--- src/rtl/xor_accum_unit.sv ---
// Registered XOR/XNOR and running XOR-checksum engine with valid/ready handshakes.
// Each accepted beat pushes exactly one result into a DEPTH-entry output FIFO.
module xor_accum_unit #(
  parameter int WIDTH = 8,
  parameter int DEPTH = 4,
  parameter int CNT_W = 8
) (
  input  logic             CLK,
  input  logic             RST_N,
  input  logic             in_valid,
  output logic             in_ready,
  input  logic [WIDTH-1:0] in_a,
  input  logic [WIDTH-1:0] in_b,
  input  logic [1:0]       in_mode,
  output logic             out_valid,
  input  logic             out_ready,
  output logic [WIDTH-1:0] out_y,
  output logic             out_parity,
  output logic [CNT_W-1:0] acc_count
);

  localparam int PW = (DEPTH > 1) ? $clog2(DEPTH) : 1;
  localparam int CW = $clog2(DEPTH) + 1;

  localparam logic [1:0] MODE_XOR   = 2'b00;
  localparam logic [1:0] MODE_XNOR  = 2'b01;
  localparam logic [1:0] MODE_ACCUM = 2'b10;
  localparam logic [1:0] MODE_RDCLR = 2'b11;

  localparam logic [CW-1:0]    FULL_CNT = CW'(DEPTH);
  localparam logic [CNT_W-1:0] CNT_MAX  = '1;

  logic [WIDTH-1:0] r_mem [DEPTH];
  logic [PW-1:0]    r_wr_ptr;
  logic [PW-1:0]    r_rd_ptr;
  logic [CW-1:0]    r_count;
  logic [WIDTH-1:0] r_acc;
  logic [CNT_W-1:0] r_acc_count;
  logic             r_en;

  logic             w_full;
  logic             w_empty;
  logic             w_push;
  logic             w_pop;
  logic [WIDTH-1:0] w_result;
  logic [WIDTH-1:0] w_acc_next;

  assign w_full  = (r_count == FULL_CNT);
  assign w_empty = (r_count == '0);

  // r_en keeps in_ready low during reset and until the first edge after release
  assign in_ready  = r_en & ~w_full;
  assign out_valid = ~w_empty;
  assign w_push    = in_valid & in_ready;
  assign w_pop     = out_valid & out_ready;

  always_comb begin
    w_result   = in_a ^ in_b;
    w_acc_next = r_acc;
    case (in_mode)
      MODE_XOR:   w_result = in_a ^ in_b;
      MODE_XNOR:  w_result = ~(in_a ^ in_b);
      MODE_ACCUM: begin
        w_acc_next = r_acc ^ in_a ^ in_b;
        w_result   = w_acc_next;
      end
      MODE_RDCLR: begin
        w_result   = r_acc;
        w_acc_next = '0;
      end
      default:    w_result = in_a ^ in_b;
    endcase
  end

  // Storage is not reset; the empty gate on out_y hides stale contents
  always_ff @(posedge CLK) begin
    if (w_push) r_mem[r_wr_ptr] <= w_result;
  end

  always_ff @(posedge CLK or negedge RST_N) begin
    if (!RST_N) begin
      r_en     <= 1'b0;
      r_wr_ptr <= '0;
      r_rd_ptr <= '0;
      r_count  <= '0;
    end else begin
      r_en <= 1'b1;
      if (w_push) r_wr_ptr <= r_wr_ptr + PW'(1);
      if (w_pop)  r_rd_ptr <= r_rd_ptr + PW'(1);
      case ({w_push, w_pop})
        2'b10:   r_count <= r_count + CW'(1);
        2'b01:   r_count <= r_count - CW'(1);
        default: r_count <= r_count;
      endcase
    end
  end

  always_ff @(posedge CLK or negedge RST_N) begin
    if (!RST_N) begin
      r_acc       <= '0;
      r_acc_count <= '0;
    end else if (w_push) begin
      r_acc <= w_acc_next;
      if (in_mode == MODE_ACCUM) begin
        if (r_acc_count != CNT_MAX) r_acc_count <= r_acc_count + CNT_W'(1);
      end else if (in_mode == MODE_RDCLR) begin
        r_acc_count <= '0;
      end
    end
  end

  assign out_y      = w_empty ? '0 : r_mem[r_rd_ptr];
  assign out_parity = ^out_y;
  assign acc_count  = r_acc_count;

endmodule

--- config.mk ---
export PLATFORM = sky130hd
export DESIGN_NAME = xor_accum_unit
export DESIGN_NICKNAME = d
export VERILOG_FILES = /design/src/rtl/xor_accum_unit.sv
export SDC_FILE = /design/constraint.sdc
export NUM_CORES = 1
export LEC_CHECK = 0
export ABC_AREA = 1
export CORE_ASPECT_RATIO = 0.75
export CORE_MARGIN = 1
export CORE_UTILIZATION = 59
export DETAILED_ROUTE_END_ITERATION = 8
export PLACE_DENSITY = 0.85
export SYNTH_ARGS = -nofsm -noshare
export SYNTH_HDL_FRONTEND = slang
export SYNTH_SLANG_ARGS = --single-unit
--- constraint.sdc ---
create_clock -name CLK -period 2.8 [get_ports CLK]
set_input_delay 0.42 -clock CLK [delete_from_list [all_inputs] [get_ports CLK]]
set_output_delay 0.42 -clock CLK [all_outputs]
set_load 0.01 [all_outputs]
-- After elaboration in Yosys (flattened, before gate mapping)
Memories as Yosys holds them, arrays and structs flattened.
Index checks and enable logic that the tools add are counted.
- add/subtract/negate cells: 5
- multiply operators: 0
- divide/modulo/power cells: 0
- magnitude comparators: 0
- eq/ne operators: 8
- shift operators: 0
- muxes and demuxes: 9
- bitwise gates (word level): 9
- reduce and logical (&&, ||, !) cells: 7
- operator list (operator ; number):
    $mux W8 ; 4
    $pmux W8 S4 ; 1
    $xor A8 B8 Y8 ; 3
    $pmux W8 S2 ; 1
    $add A8 B1 Y8 const B ; 1
    $ne A8 B8 Y1 const B ; 1
    $not A8 Y8 ; 1
    $reduce_xor A8 Y1 ; 1
    $eq A2 B2 Y1 const B ; 3
    $pmux W3 S2 ; 1
    $add A2 B1 Y2 const B ; 2
    $eq A2 B1 Y1 const B ; 2
    $reduce_bool A2 Y1 ; 2
    $add A3 B1 Y3 const B ; 1
    $and A1 B1 Y1 ; 3
    $eq A3 B3 Y1 const B ; 1
    $logic_not A3 Y1 ; 1
    $reduce_and A3 Y1 ; 1
    $sub A3 B1 Y3 const B ; 1
    $logic_not A2 Y1 ; 1
    $mux W1 ; 2
    $ne A2 B1 Y1 const B ; 1
    $not A1 Y1 ; 2
    $reduce_and A2 Y1 ; 1
- flip-flop bits (word level): 24
- latch bits: 0
- memory bits (writable): 32
- bits in read-only memories: 0
- input port bits: 22
- output and inout bits: 19
- logic and storage cells: 45
- memories kept: 1
- memory list (name ; words ; width ; read ports ; clocked after memory_dff ; wr ports ; line ; RTL):
    r_mem ; 4 ; 8 ; 1 ; 0 ; 1 ; 33 ; logic [WIDTH-1:0] r_mem [DEPTH];

-- Longest topological paths before layout
Gate-level depths: netlist of the first run.
- word-level depth: 6
- depth in mapped cells: 14
- gate-level depth less buffers: 12

-- Worst setup path before layout of the first run
No wires, ideal clock.
- kind: flip-flop to flip-flop
- start point: reg r_count[1]
- end point: reg r_count[2]
- arrival time: 1.746 ns
- required time: 2.669 ns
- path slack: 0.923 ns
- cell stages (with the launch flop): 11
- buffers on the path: 1
- period minus slack after synthesis: 1.877 ns
- path through: dfrtp_1 > inv_1 > nand3_2 > nand3_4 > buf_6 > ha_1 > inv_1 > fa_1 > a21oi_1 > o21ai_0 > xor2_1
- cells in the longest elaborated chain, start to end: 6
- RTL lines (what ; line ; RTL):
    start, declared ; 36 ; logic [CW-1:0] r_count;
    start signal, assigned ; 91 ; 2'b10: r_count <= r_count + CW'(1);
    start signal, assigned ; 92 ; 2'b01: r_count <= r_count - CW'(1);
    start signal, assigned ; 93 ; default: r_count <= r_count;
    $eq A3 B3 Y1 ; 48 ; assign w_full = (r_count == FULL_CNT);
    $not A1 Y1 ; 52 ; assign in_ready = r_en & ~w_full;
    $and A1 B1 Y1 ; 52 ;
    $and A1 B1 Y1 ; 54 ; assign w_push = in_valid & in_ready;
    $eq A2 B1 Y1 / $eq A2 B2 Y1 (equally long branches) ; 90 ; case ({w_push, w_pop})
    $pmux W3 S2 / $reduce_bool A2 Y1 (equally long branches) ; -- ;
Parallel ways exist; a longest one is shown, timed or not.
A chain may end at the register's enable or synchronous reset.

-- Worst setup path after layout of the first run
- start point: reg r_rd_ptr[0]
- end point: out out_y[4]
- cells in the longest elaborated chain, start to end: 2
- RTL lines (what ; line ; RTL):
    start, declared ; 35 ; logic [PW-1:0] r_rd_ptr;
    start signal, assigned ; 89 ; if (w_pop) r_rd_ptr <= r_rd_ptr + PW'(1);
    $mem_v2 Z4 W8 ; -- ;
    $mux W8 ; 112 ; assign out_y = w_empty ? '0 : r_mem[r_rd_ptr];
    end, declared ; 17 ; output logic [WIDTH-1:0] out_y,
No other way between the ends.

==> impl_metrics.env, run 1 <==
export IMPL_crit_chain="inv_8 -> nand2_1 -> nand2_1 -> nand2_1 -> o21ai_2 -> nand2_1 -> inv_1 -> clkdlybuf4s50_1"
export IMPL_critPathSlowestCell="clkdlybuf4s50_1"
export IMPL_setup_tns_ns=0
export IMPL_max_freq_ghz=0.428
export IMPL_end_kind="output port"
export IMPL_viasPerCell=5.19
export IMPL_crit_end="out_y[4]"
export IMPL_clockPowerShare_pct=13.9
export IMPL_outcome="finished, final reports clean"
export IMPL_dpl_hpwl_um=4560
export IMPL_yosysTopAreaCell="edfxtp_1"
export IMPL_power_net_switching_mw=1.47
export IMPL_cts_hold_fix_buffers=0
export IMPL_rsz0062_at_grt="no"
export IMPL_power_frac_comb_pct=51.6
export IMPL_drive_above_1_share_pct=16.0
export IMPL_clkLatencyLatePin_ns=0.31
export IMPL_p_int_mw=2.13
export IMPL_dr_pass1_iters=4
export IMPL_min_path_type="in -> async"
export IMPL_start_util_pct=62.7
export IMPL_final_cells=459
export IMPL_synth_distinct_cells=35
export IMPL_crit_type="reg -> out"
export IMPL_power_density_mw_per_mm2=962
export IMPL_portBuffers=40
export IMPL_synthCells=335
export IMPL_fin_util_pct=75.2
export IMPL_drv_slew=0
export IMPL_arrival_ns=1.91
export IMPL_clk_pin_slew_worst_paths_ns=0.11
export IMPL_netlist_area_mm2=0.00313
export IMPL_yosysSeqAreaShare_pct=50.0
export IMPL_cp_required_ns=2.38
export IMPL_grt_max_degree=25
export IMPL_cts_tree="built"
export IMPL_ctsHtreeMaxLevel=2
export IMPL_pwr_share_seq_pct=34.5
export IMPL_num_io_pins=41
export IMPL_hold_violations=0
export IMPL_setup_viol=0
export IMPL_yosys_warnings=0
export IMPL_clock_sinks=56
export IMPL_ant_nets=0
export IMPL_grt_pass1_wl_um=10400
export IMPL_coreArea_mm2=0.00498
export IMPL_power_leakage_nw=1.65
export IMPL_cpPeakStageDelay_ns=0.52
export IMPL_syn_nets=364
export IMPL_totalWireLength_um=6150
export IMPL_ir_drop_mv=0.384
export IMPL_wl_per_cell_um=13.4
export IMPL_cap_viol_max_count=0
export IMPL_crit_path_frequent_cell="nand2_1"
export IMPL_clockBufferDepth=2
export IMPL_reg2reg_depth=9
export IMPL_fp_dieW_um=86.0
export IMPL_grt_antenna_before_repair=0
export IMPL_die_area_mm2=0.00560
export IMPL_cts_buffers=5
export IMPL_overflow=0
export IMPL_synth_area_leaders="edfxtp_1, dfrtp_1, nand2_1"
export IMPL_r2r_end="r_count[2]$_DFFE_PN0P_"
export IMPL_cp_max_fo=17
export IMPL_place_gp_congestion=0.830
export IMPL_crit_start="r_rd_ptr[0]$_DFFE_PN0P_"
export IMPL_r2r_start="r_count[1]$_DFFE_PN0P_"
export IMPL_skew_ns=0.00974
export IMPL_areaGrowthSynthToFinish_pct=19.8
export IMPL_dp_cells=446
export IMPL_p_sw_share_pct=40.9
export IMPL_regToRegSetupSlack_ns=0.76
export IMPL_grt_usage_pct=24.0
export IMPL_synth_seq_cells=56
export IMPL_root_buffer="clkbuf_8"
export IMPL_vias=2381
export IMPL_grt_pass1_vias=2201
export IMPL_n_antenna_cell=0
export IMPL_fin_crit_ns=2.33
export IMPL_drt_iter0_drc=172
export IMPL_critPathLaunchType="register"
export IMPL_fin_nets=415
export IMPL_synth_top_area_share_pct=30.7
export IMPL_placementRows=22
export IMPL_chipHeight_um=65.0
export IMPL_drc=0
export IMPL_avgSynthCellArea_um2=9.33
export IMPL_fin_crit_sh_pct=83.4
## registers in the layout (all words and copies together), names as in the netlist
| signal | cells |
|---|---|
| acc_count | 8 |
| r_acc | 8 |
| r_count | 3 |
| r_en | 1 |
| r_mem | 32 |
| r_rd_ptr | 2 |
| r_wr_ptr | 2 |
## power by group through the flow
stage               Sequential [mW]  Clock [mW]  Combinational (mW)
global placement               1.26           0                1.70
global route                   1.26       0.541                2.09
finish                         1.24       0.502                1.86
detailed placement             1.27           0                1.77
floorplan                      1.20           0                1.30
CTS                            1.25       0.505                1.78
## placed cells by master (no fill, tap or decap), types with 12 or more instances in the layout
master and count:
buf_4 12, nand3_2 13, nand3_1 15, nand2_1 74, clkdlybuf4s50_1 39, inv_1 40, xor2_1 13, edfxtp_1 32
o21ai_0 18, dfrtp_1 22, nor2_1 27
## layout make-up
cell class	count	area, µm²
fill	344	1240
inverter	47	186
clock inverter	2	17.5
tap	72	90.1
timing repair buffer	53	498
multi-input combinational	223	1290
sequential	56	1560
clock buffer	6	93.8
## metal layers
metal | part of all wire, % | track usage [%] | vias up
met4 | 1.5 | 8.75 | 0
met3 | 5.3 | 3.69 | 10
met5 | 0 | 0 | -
li1 | - | - | 1190
met2 | 48 | 38.4 | 93
met1 | 45 | 33.5 | 1088
## stage by stage
stage | hold slack [ns] | worst slack (ns) | power [mW] | area [µm²]
2_1_floorplan | 0.124 | 0.923 | 2.49 | 3130
3_3_place_gp | 0.448 | 0.399 | 2.96 | 3580
3_5_place_dp | 0.478 | 0.327 | 3.04 | 3580
4_1_cts | 0.461 | 0.0101 | 3.54 | 3690
5_1_grt | 0.481 | 0.328 | 3.89 | 3740
6_report | 0.457 | 0.466 | 3.60 | 3740
## worst max-delay path, delay by kind of cell, from the launching register on
family	cells	cell delay (ns)
AOI/OAI and AO/OA	1	0.08
buffers and inverters	3	0.71
DFF	1	0.49
and+or+nand+nor	4	0.29
## synthesized netlist by cell type
cell / instances
nor4_1: 4
fa_1: 1
o21ai_1: 1
a221oi_1: 4
nand3_2: 14
a21oi_1: 11
inv_8: 1
nand4_1: 1
xnor2_1: 7
inv_4: 1
nor2_2: 2
nor2_8: 1
inv_1: 40
nand3_4: 1
nand2_4: 1
inv_2: 5
buf_6: 2
buf_4: 3
nor2_1: 27
a31oi_1: 1
nor3_1: 3
o21ai_0: 18
xor2_1: 13
ha_1: 6
clkbuf_1: 1
nor2_4: 1
o31ai_1: 4
conb_1: 1
and2_1: 1
buf_8: 3
edfxtp_1: 32
dfrtp_1: 24
nand2_2: 11
nand3_1: 15
nand2_1: 74
## what timing repair did
action	CTS	global route
cloned	0	0
setup buffers	0	5
gates resized for setup	1	4
pin swaps	0	1
endpoints found under the hold margin	0	0
setup endpoints to repair	1	1
## cell families (layout without fill, tap and decap cells)
logic type,count (synthesis),after routing,share of synthesized area [%]
AND/OR/NAND/NOR,156,156,25.2
AO/OA/AOI/OAI,39,39,7.09
other,1,1,0.120
buffers and inverters,56,108,8.97
XOR/XNOR,20,20,5.60
adder cells (fa/ha/maj),7,7,3.04
flip-flops,56,56,50.0
## worst min-delay path by stage
stage | cells past startpoint | slack [ns] | from | to
6_report | 2 | 0.46 | RST_N | acc_count[3]$_DFFE_PN0P_
5_1_grt | 2 | 0.48 | RST_N | acc_count[3]$_DFFE_PN0P_
4_1_cts | 2 | 0.46 | RST_N | acc_count[3]$_DFFE_PN0P_
3_5_place_dp | 1 | 0.48 | r_acc[2]$_DFFE_PN0P_ | r_acc[2]$_DFFE_PN0P_
3_3_place_gp | 1 | 0.45 | r_acc[2]$_DFFE_PN0P_ | r_acc[2]$_DFFE_PN0P_
2_1_floorplan | 0 | 0.12 | RST_N | acc_count[0]$_DFFE_PN0P_
(Power assumes the default switching activity.)
==> run 2, diff against run 1 <==
CORE_UTILIZATION = 55   (was 59)
PLACE_DENSITY = 0.8   (was 0.85)
clock period = 2.2 ns   (was 2.8 ns; I/O delays follow)
==> impl_metrics.env, run 2 (synthesized netlist as in run 1, its figures left out) <==
export IMPL_portBuffers=40
export IMPL_crit_buf_inv=3
export IMPL_regToRegSetupSlack_ns=0.21
export IMPL_ff_latch_area_mm2=0.00156
export IMPL_areaGrowthSynthToFinish_pct=24.0
export IMPL_p_total_mw=4.70
export IMPL_fill_cells=424
export IMPL_grt_antenna_before_repair=0
export IMPL_grt_pass1_vias=2247
export IMPL_fp_dieW_um=89.0
export IMPL_dpl_hpwl_um=4470
export IMPL_end_kind="output port"
export IMPL_setup_tns_ns=0
export IMPL_clock_sinks=56
export IMPL_power_leakage_nw=1.76
export IMPL_path_depth=11
export IMPL_vias=2359
export IMPL_hold_violations=0
export IMPL_ctsHtreeMaxLevel=2
export IMPL_clockBufferDepth=2
export IMPL_overflow=0
export IMPL_grt_max_degree=25
export IMPL_crit_start="r_rd_ptr[0]$_DFFE_PN0P_"
export IMPL_critPathLaunchType="register"
export IMPL_r2r_start="r_count[2]$_DFFE_PN0P_"
export IMPL_grt_usage_pct=22.6
export IMPL_met1_length_um=2850
export IMPL_crit_type="reg -> out"
export IMPL_cp_required_ns=1.87
export IMPL_die_area_mm2=0.00599
export IMPL_wl_met3_um=205
export IMPL_largest_register="r_mem"
export IMPL_cpPeakStageDelay_ns=0.47
export IMPL_viasPerCell=5.05
export IMPL_critPathSlowestCell="dfrtp_2"
export IMPL_drc=0
export IMPL_final_common_cell="nand2_1"
export IMPL_drt_iter0_drc=112
export IMPL_outcome="finished, final reports clean"
export IMPL_place_gp_congestion=0.823
export IMPL_crit_path_frequent_cell="nand2_1"
export IMPL_start_util_pct=57.8
export IMPL_fin_crit_sh_pct=99.9
export IMPL_ir_drop_mv=0.426
export IMPL_fin_nets=420
export IMPL_final_cell_mix="nand2_1, inv_1, edfxtp_1, clkdlybuf4s50_1, nor2_1"
export IMPL_ant_nets=0
export IMPL_reg2reg_depth=10
export IMPL_clkLatencyLatePin_ns=0.30
export IMPL_chipHeight_um=67.3
export IMPL_cts_buffers=5
export IMPL_root_buffer="clkbuf_8"
export IMPL_cts_hold_fix_buffers=0
export IMPL_cts_tree="built"
export IMPL_skew_ns=0.00829
export IMPL_cp_max_fo=9
export IMPL_drive_above_1_share_pct=18.4
export IMPL_drv_slew=0
export IMPL_r2r_end="r_count[2]$_DFFE_PN0P_"
export IMPL_setup_viol=0
export IMPL_placementRows=23
export IMPL_largest_register_ffs=32
export IMPL_power_density_mw_per_mm2=1210
export IMPL_dr_pass1_iters=4
export IMPL_wl_per_cell_um=13.3
export IMPL_coreArea_mm2=0.00541
export IMPL_multi_input_area_mm2=0.00133
export IMPL_highest_layer="met4"
export IMPL_totalWireLength_um=6190
export IMPL_clk_pin_slew_worst_paths_ns=0.10
export IMPL_min_path_type="in -> async"
export IMPL_max_freq_ghz=0.455
export IMPL_rsz0062_at_grt="yes"
export IMPL_num_io_pins=41
export IMPL_met2_length_um=3060
export IMPL_cap_viol_max_count=0
export IMPL_grt_pass1_wl_um=10100
export IMPL_arrival_ns=1.87
export IMPL_n_antenna_cell=0
export IMPL_crit_end="out_parity"
export IMPL_fin_hold_ws_ns=0.384
export IMPL_path_delay_family="simple AND/OR/NAND/NOR gates"
export IMPL_fin_crit_ns=2.20
export IMPL_crit_chain="buf_12 -> inv_12 -> nor2_1 -> o21ai_2 -> nand3_1 -> nand2_1 -> nand2_1 -> nand2_1 -> nand2_1 -> nand2_1 -> buf_2"
-- run 2: cell types whose count changed in the layout (fill, tap and decap cells not counted), sizes merged --
cell           change
clkdlybuf4s50      -8
buf                +5
dlymetal6s2s       +5
bufbuf             +1
clkdlybuf4s15      +1
clkinv             -1
dlygate4sd2        +1
inv                +1
-- run 2: what timing repair did --
action	in CTS	in global routing
pin swaps	3	6
buffers inserted	1	1
endpoints found under the setup margin	2	6
gates resized for setup	12	14
cloned	2	1
-- run 2: final cells by class --
cell class,count,area share (%)
flip-flops and latches,56,40.3
multi-input cells,223,34.3
clock buffers,7,1.97
repair buffers,57,15.7
well taps,75,2.42
repair inverters,1,0.226
inverters,47,4.94
clock inverters,1,0.129
-- run 2: worst min-delay path by stage --
stage | startpoint | end | slack (ns) | cells after the start
finish | RST_N | r_count[0]$_DFFE_PN0P_ | 0.38 | 2
detailed placement | r_acc[0]$_DFFE_PN0P_ | r_acc[0]$_DFFE_PN0P_ | 0.46 | 1
floorplan | RST_N | acc_count[0]$_DFFE_PN0P_ | 0.03 | 0
CTS | RST_N | r_count[2]$_DFFE_PN0P_ | 0.39 | 2
global placement | r_acc[6]$_DFFE_PN0P_ | r_acc[6]$_DFFE_PN0P_ | 0.45 | 1
global route | RST_N | r_count[0]$_DFFE_PN0P_ | 0.41 | 2
-- run 2: per-layer routing --
layer / vias to the layer above / track usage, %
li1: 1196 / -
met1: 1099 / 30.3
met2: 54 / 38.8
met3: 10 / 4.16
met4: 0 / 4.96
met5: - / 0
-- run 2: stage by stage --
step / area [µm²] / util (%) / cells / setup WS, ns
after global routing: 3870 / 71.6 / 467 / -0.109
after global placement: 3640 / 67.2 / 454 / 0.0382
after detailed placement: 3640 / 67.2 / 454 / -0.0141
final: 3870 / 71.6 / 467 / 0.00310
after CTS: 3810 / 70.5 / 465 / 0.0122
after floorplan: 3130 / - / 335 / 0.323
-- run 2: report_power, final --
part           internal (mW)  leakage [nW]  switching, mW  total (mW)
combinational           1.14          1.13           1.46        2.60
sequential              1.40         0.590          0.160        1.56
clock                  0.225        0.0422          0.312       0.537
==> run 3, diff against run 2 <==
ABC_AREA = unset   (was 1)
CORE_UTILIZATION = 54   (was 55)
PLACE_DENSITY = 0.79   (was 0.8)
==> impl_metrics.env, run 3 <==
export IMPL_vias=1957
export IMPL_fp_dieW_um=86.4
export IMPL_coreArea_mm2=0.00501
export IMPL_dr_pass1_iters=4
export IMPL_yosysSeqAreaShare_pct=54.1
export IMPL_num_io_pins=41
export IMPL_clock_sinks=56
export IMPL_outcome="finished with violations"
export IMPL_viasPerCell=5.48
export IMPL_rsz0062_at_grt="yes"
export IMPL_ctsHtreeMaxLevel=2
export IMPL_cp_max_fo=6
export IMPL_regToRegSetupSlack_ns=0.14
export IMPL_cts_buffers=5
export IMPL_synth_ff_type="edfxtp_1"
export IMPL_fin_crit_ns=2.45
export IMPL_cts_tree="built"
export IMPL_reg2reg_depth=9
export IMPL_dpl_hpwl_um=3770
export IMPL_ant_nets=0
export IMPL_yosys_top_cells_count="edfxtp_1, dfrtp_1, xnor2_1"
export IMPL_min_path_type="in -> async"
export IMPL_place_gp_congestion=0.744
export IMPL_largest_register="r_mem"
export IMPL_grt_pass1_vias=1827
export IMPL_critPathSlowestCell="mux4_2"
export IMPL_design_area_mm2=0.00353
export IMPL_placementRows=22
export IMPL_grt_usage_pct=21.1
export IMPL_start_util_pct=57.6
export IMPL_max_freq_ghz=0.409
export IMPL_dpl_instance_area_mm2=0.00343
export IMPL_clockBufferDepth=2
export IMPL_n_antenna_cell=0
export IMPL_wl_per_cell_um=14.7
export IMPL_largest_register_ffs=32
export IMPL_crit_chain="buf_12 -> mux4_2 -> xnor2_2 -> xnor2_1 -> xnor2_1 -> and2_1 -> buf_2"
export IMPL_cap_viol_max_count=0
export IMPL_avgSynthCellArea_um2=12.2
export IMPL_grt_max_degree=33
export IMPL_setup_viol=2
export IMPL_yosysTopAreaCell="edfxtp_1"
export IMPL_ir_drop_mv=0.496
export IMPL_areaGrowthSynthToFinish_pct=22.5
export IMPL_hold_violations=0
export IMPL_chipHeight_um=65.3
export IMPL_crit_path_frequent_cell="xnor2_1"
export IMPL_cts_hold_fix_buffers=0
export IMPL_fin_ws_ns=-0.245
export IMPL_synth_most_common_cell="edfxtp_1"
export IMPL_r2r_end="r_count[2]$_DFFE_PN0P_"
export IMPL_synth_distinct_cells=38
export IMPL_async_flop_share_pct=42.9
export IMPL_grt_pass1_wl_um=8850
export IMPL_netlist_area_mm2=0.00288
export IMPL_synth_seq_cells=56
export IMPL_clk_pin_slew_worst_paths_ns=0.11
export IMPL_arrival_ns=2.12
export IMPL_synth_edf_count=32
export IMPL_power_density_mw_per_mm2=1150
export IMPL_portBuffers=40
export IMPL_syn_nets=265
export IMPL_drive_above_1_share_pct=15.1
export IMPL_fin_crit_sh_pct=111
export IMPL_yosys_warnings=0
export IMPL_final_common_cell="edfxtp_1"
export IMPL_place_ws_ns=-0.424
export IMPL_fin_nets=313
export IMPL_die_area_mm2=0.00564
export IMPL_final_cell_mix="edfxtp_1, clkdlybuf4s50_1, dfrtp_1, xnor2_1, and2_1"
export IMPL_critPathLaunchType="register"
export IMPL_overflow=0
export IMPL_drt_iter0_drc=149
export IMPL_end_kind="output port"
export IMPL_synth_top_area_share_pct=33.3
export IMPL_cp_required_ns=1.87
export IMPL_crit_type="reg -> out"
export IMPL_totalWireLength_um=5260
export IMPL_synth_area_leaders="edfxtp_1, dfrtp_1, xnor2_1"
export IMPL_clkLatencyLatePin_ns=0.31
export IMPL_cpPeakStageDelay_ns=0.53
export IMPL_power_leakage_nw=1.32
export IMPL_skew_ns=0.0119
export IMPL_root_buffer="clkbuf_8"
export IMPL_grt_antenna_before_repair=0
export IMPL_drc=0
export IMPL_violations="negative setup slack"
export IMPL_fin_util_pct=70.5
export IMPL_r2r_start="r_count[1]$_DFFE_PN0P_"
export IMPL_p_total_mw=4.06
export IMPL_drv_slew=0
export IMPL_synthCells=236
==> run 3: cell types whose count changed after synthesis, moves of 11 or more <==
cell	change
and2_1	+15
inv_1	-33
nand2_1	-60
nand2_2	-11
nand3_2	-14
nor2_1	-25
o211ai_1	+14
xnor2_1	+13
==> run 3: worst max path at each step <==
| stage | startpoint | endpoint | slack (ns) | cells past startpoint |
|---|---|---|---|---|
| after floorplan | r_count[0]$_DFFE_PN0P_ | r_count[2]$_DFFE_PN0P_ | 0.02 | 10 |
| after global placement | r_rd_ptr[0]$_DFFE_PN0P_ | out_parity | -0.38 | 7 |
| after detailed placement | r_rd_ptr[0]$_DFFE_PN0P_ | out_parity | -0.42 | 7 |
| after CTS | r_rd_ptr[0]$_DFFE_PN0P_ | out_parity | -0.28 | 7 |
| after global routing | r_rd_ptr[0]$_DFFE_PN0P_ | out_parity | -0.36 | 7 |
| final | r_rd_ptr[0]$_DFFE_PN0P_ | out_parity | -0.25 | 7 |
==> run 3: what timing repair did <==
action / 4_1_cts / 5_1_grt
resized for setup: 17 / 16
setup buffers: 0 / 1
pin swaps: 5 / 7
setup endpoints to repair: 9 / 12
==> run 3: logic make-up (layout without fill, tap and decap cells) <==
group	after synthesis	in the layout	synth area share, %
flip-flops	56	56	54.1
AO/OA/AOI/OAI	43	43	9.11
AND/OR/NAND/NOR	68	68	12.9
buffers and inverters	19	68	2.99
other	1	1	0.130
multiplexers	9	9	6.85
adder cells (fa/ha/maj)	7	7	3.30
XOR/XNOR	33	33	10.5
==> run 3: layout make-up <==
cell class / instances / area (µm²)
multi-input cells: 161 / 1250
flip-flops and latches: 56 / 1560
fillers: 381 / 1480
clock inverters: 3 / 22.5
clock buffers: 5 / 68.8
inverters: 7 / 26.3
well taps: 72 / 90.1
repair buffers: 53 / 507
==> run 3: layer usage <==
| layer | vias to the layer above | part of all wire (%) | track usage (%) | wire, µm |
|---|---|---|---|---|
| met5 | - | 0 | 0 | 0 |
| met4 | 0 | 0.87 | 6.25 | 46 |
| met3 | 5 | 5.1 | 3.77 | 268 |
| met2 | 59 | 45 | 33.0 | 2350 |
| met1 | 931 | 49 | 30.5 | 2590 |
| li1 | 962 | - | - | - |
==> run 3: where the power goes <==
part,internal (mW),total [mW],switching (mW),leakage (nW)
clock network,0.229,0.573,0.344,0.0485
logic,1.03,1.86,0.825,0.684
registers,1.41,1.63,0.224,0.582
==> run 3: through the flow <==
| stage | std cells | setup TNS, ns | hold slack, ns |
|---|---|---|---|
| floorplan | 236 | 0 | 0.0344 |
| global placement | 348 | -0.377 | 0.474 |
| detailed placement | 348 | -0.424 | 0.476 |
| CTS | 356 | -0.459 | 0.386 |
| global route | 357 | -0.576 | 0.393 |
| finish | 357 | -0.408 | 0.377 |
==> run 3: worst max-delay path, delay by kind of cell, from the launching register on <==
family,cells,cell delay (ns)
mux,1,0.53
xor+xnor,3,0.46
flops,1,0.43
buf+inv,2,0.26
simple gates,1,0.12
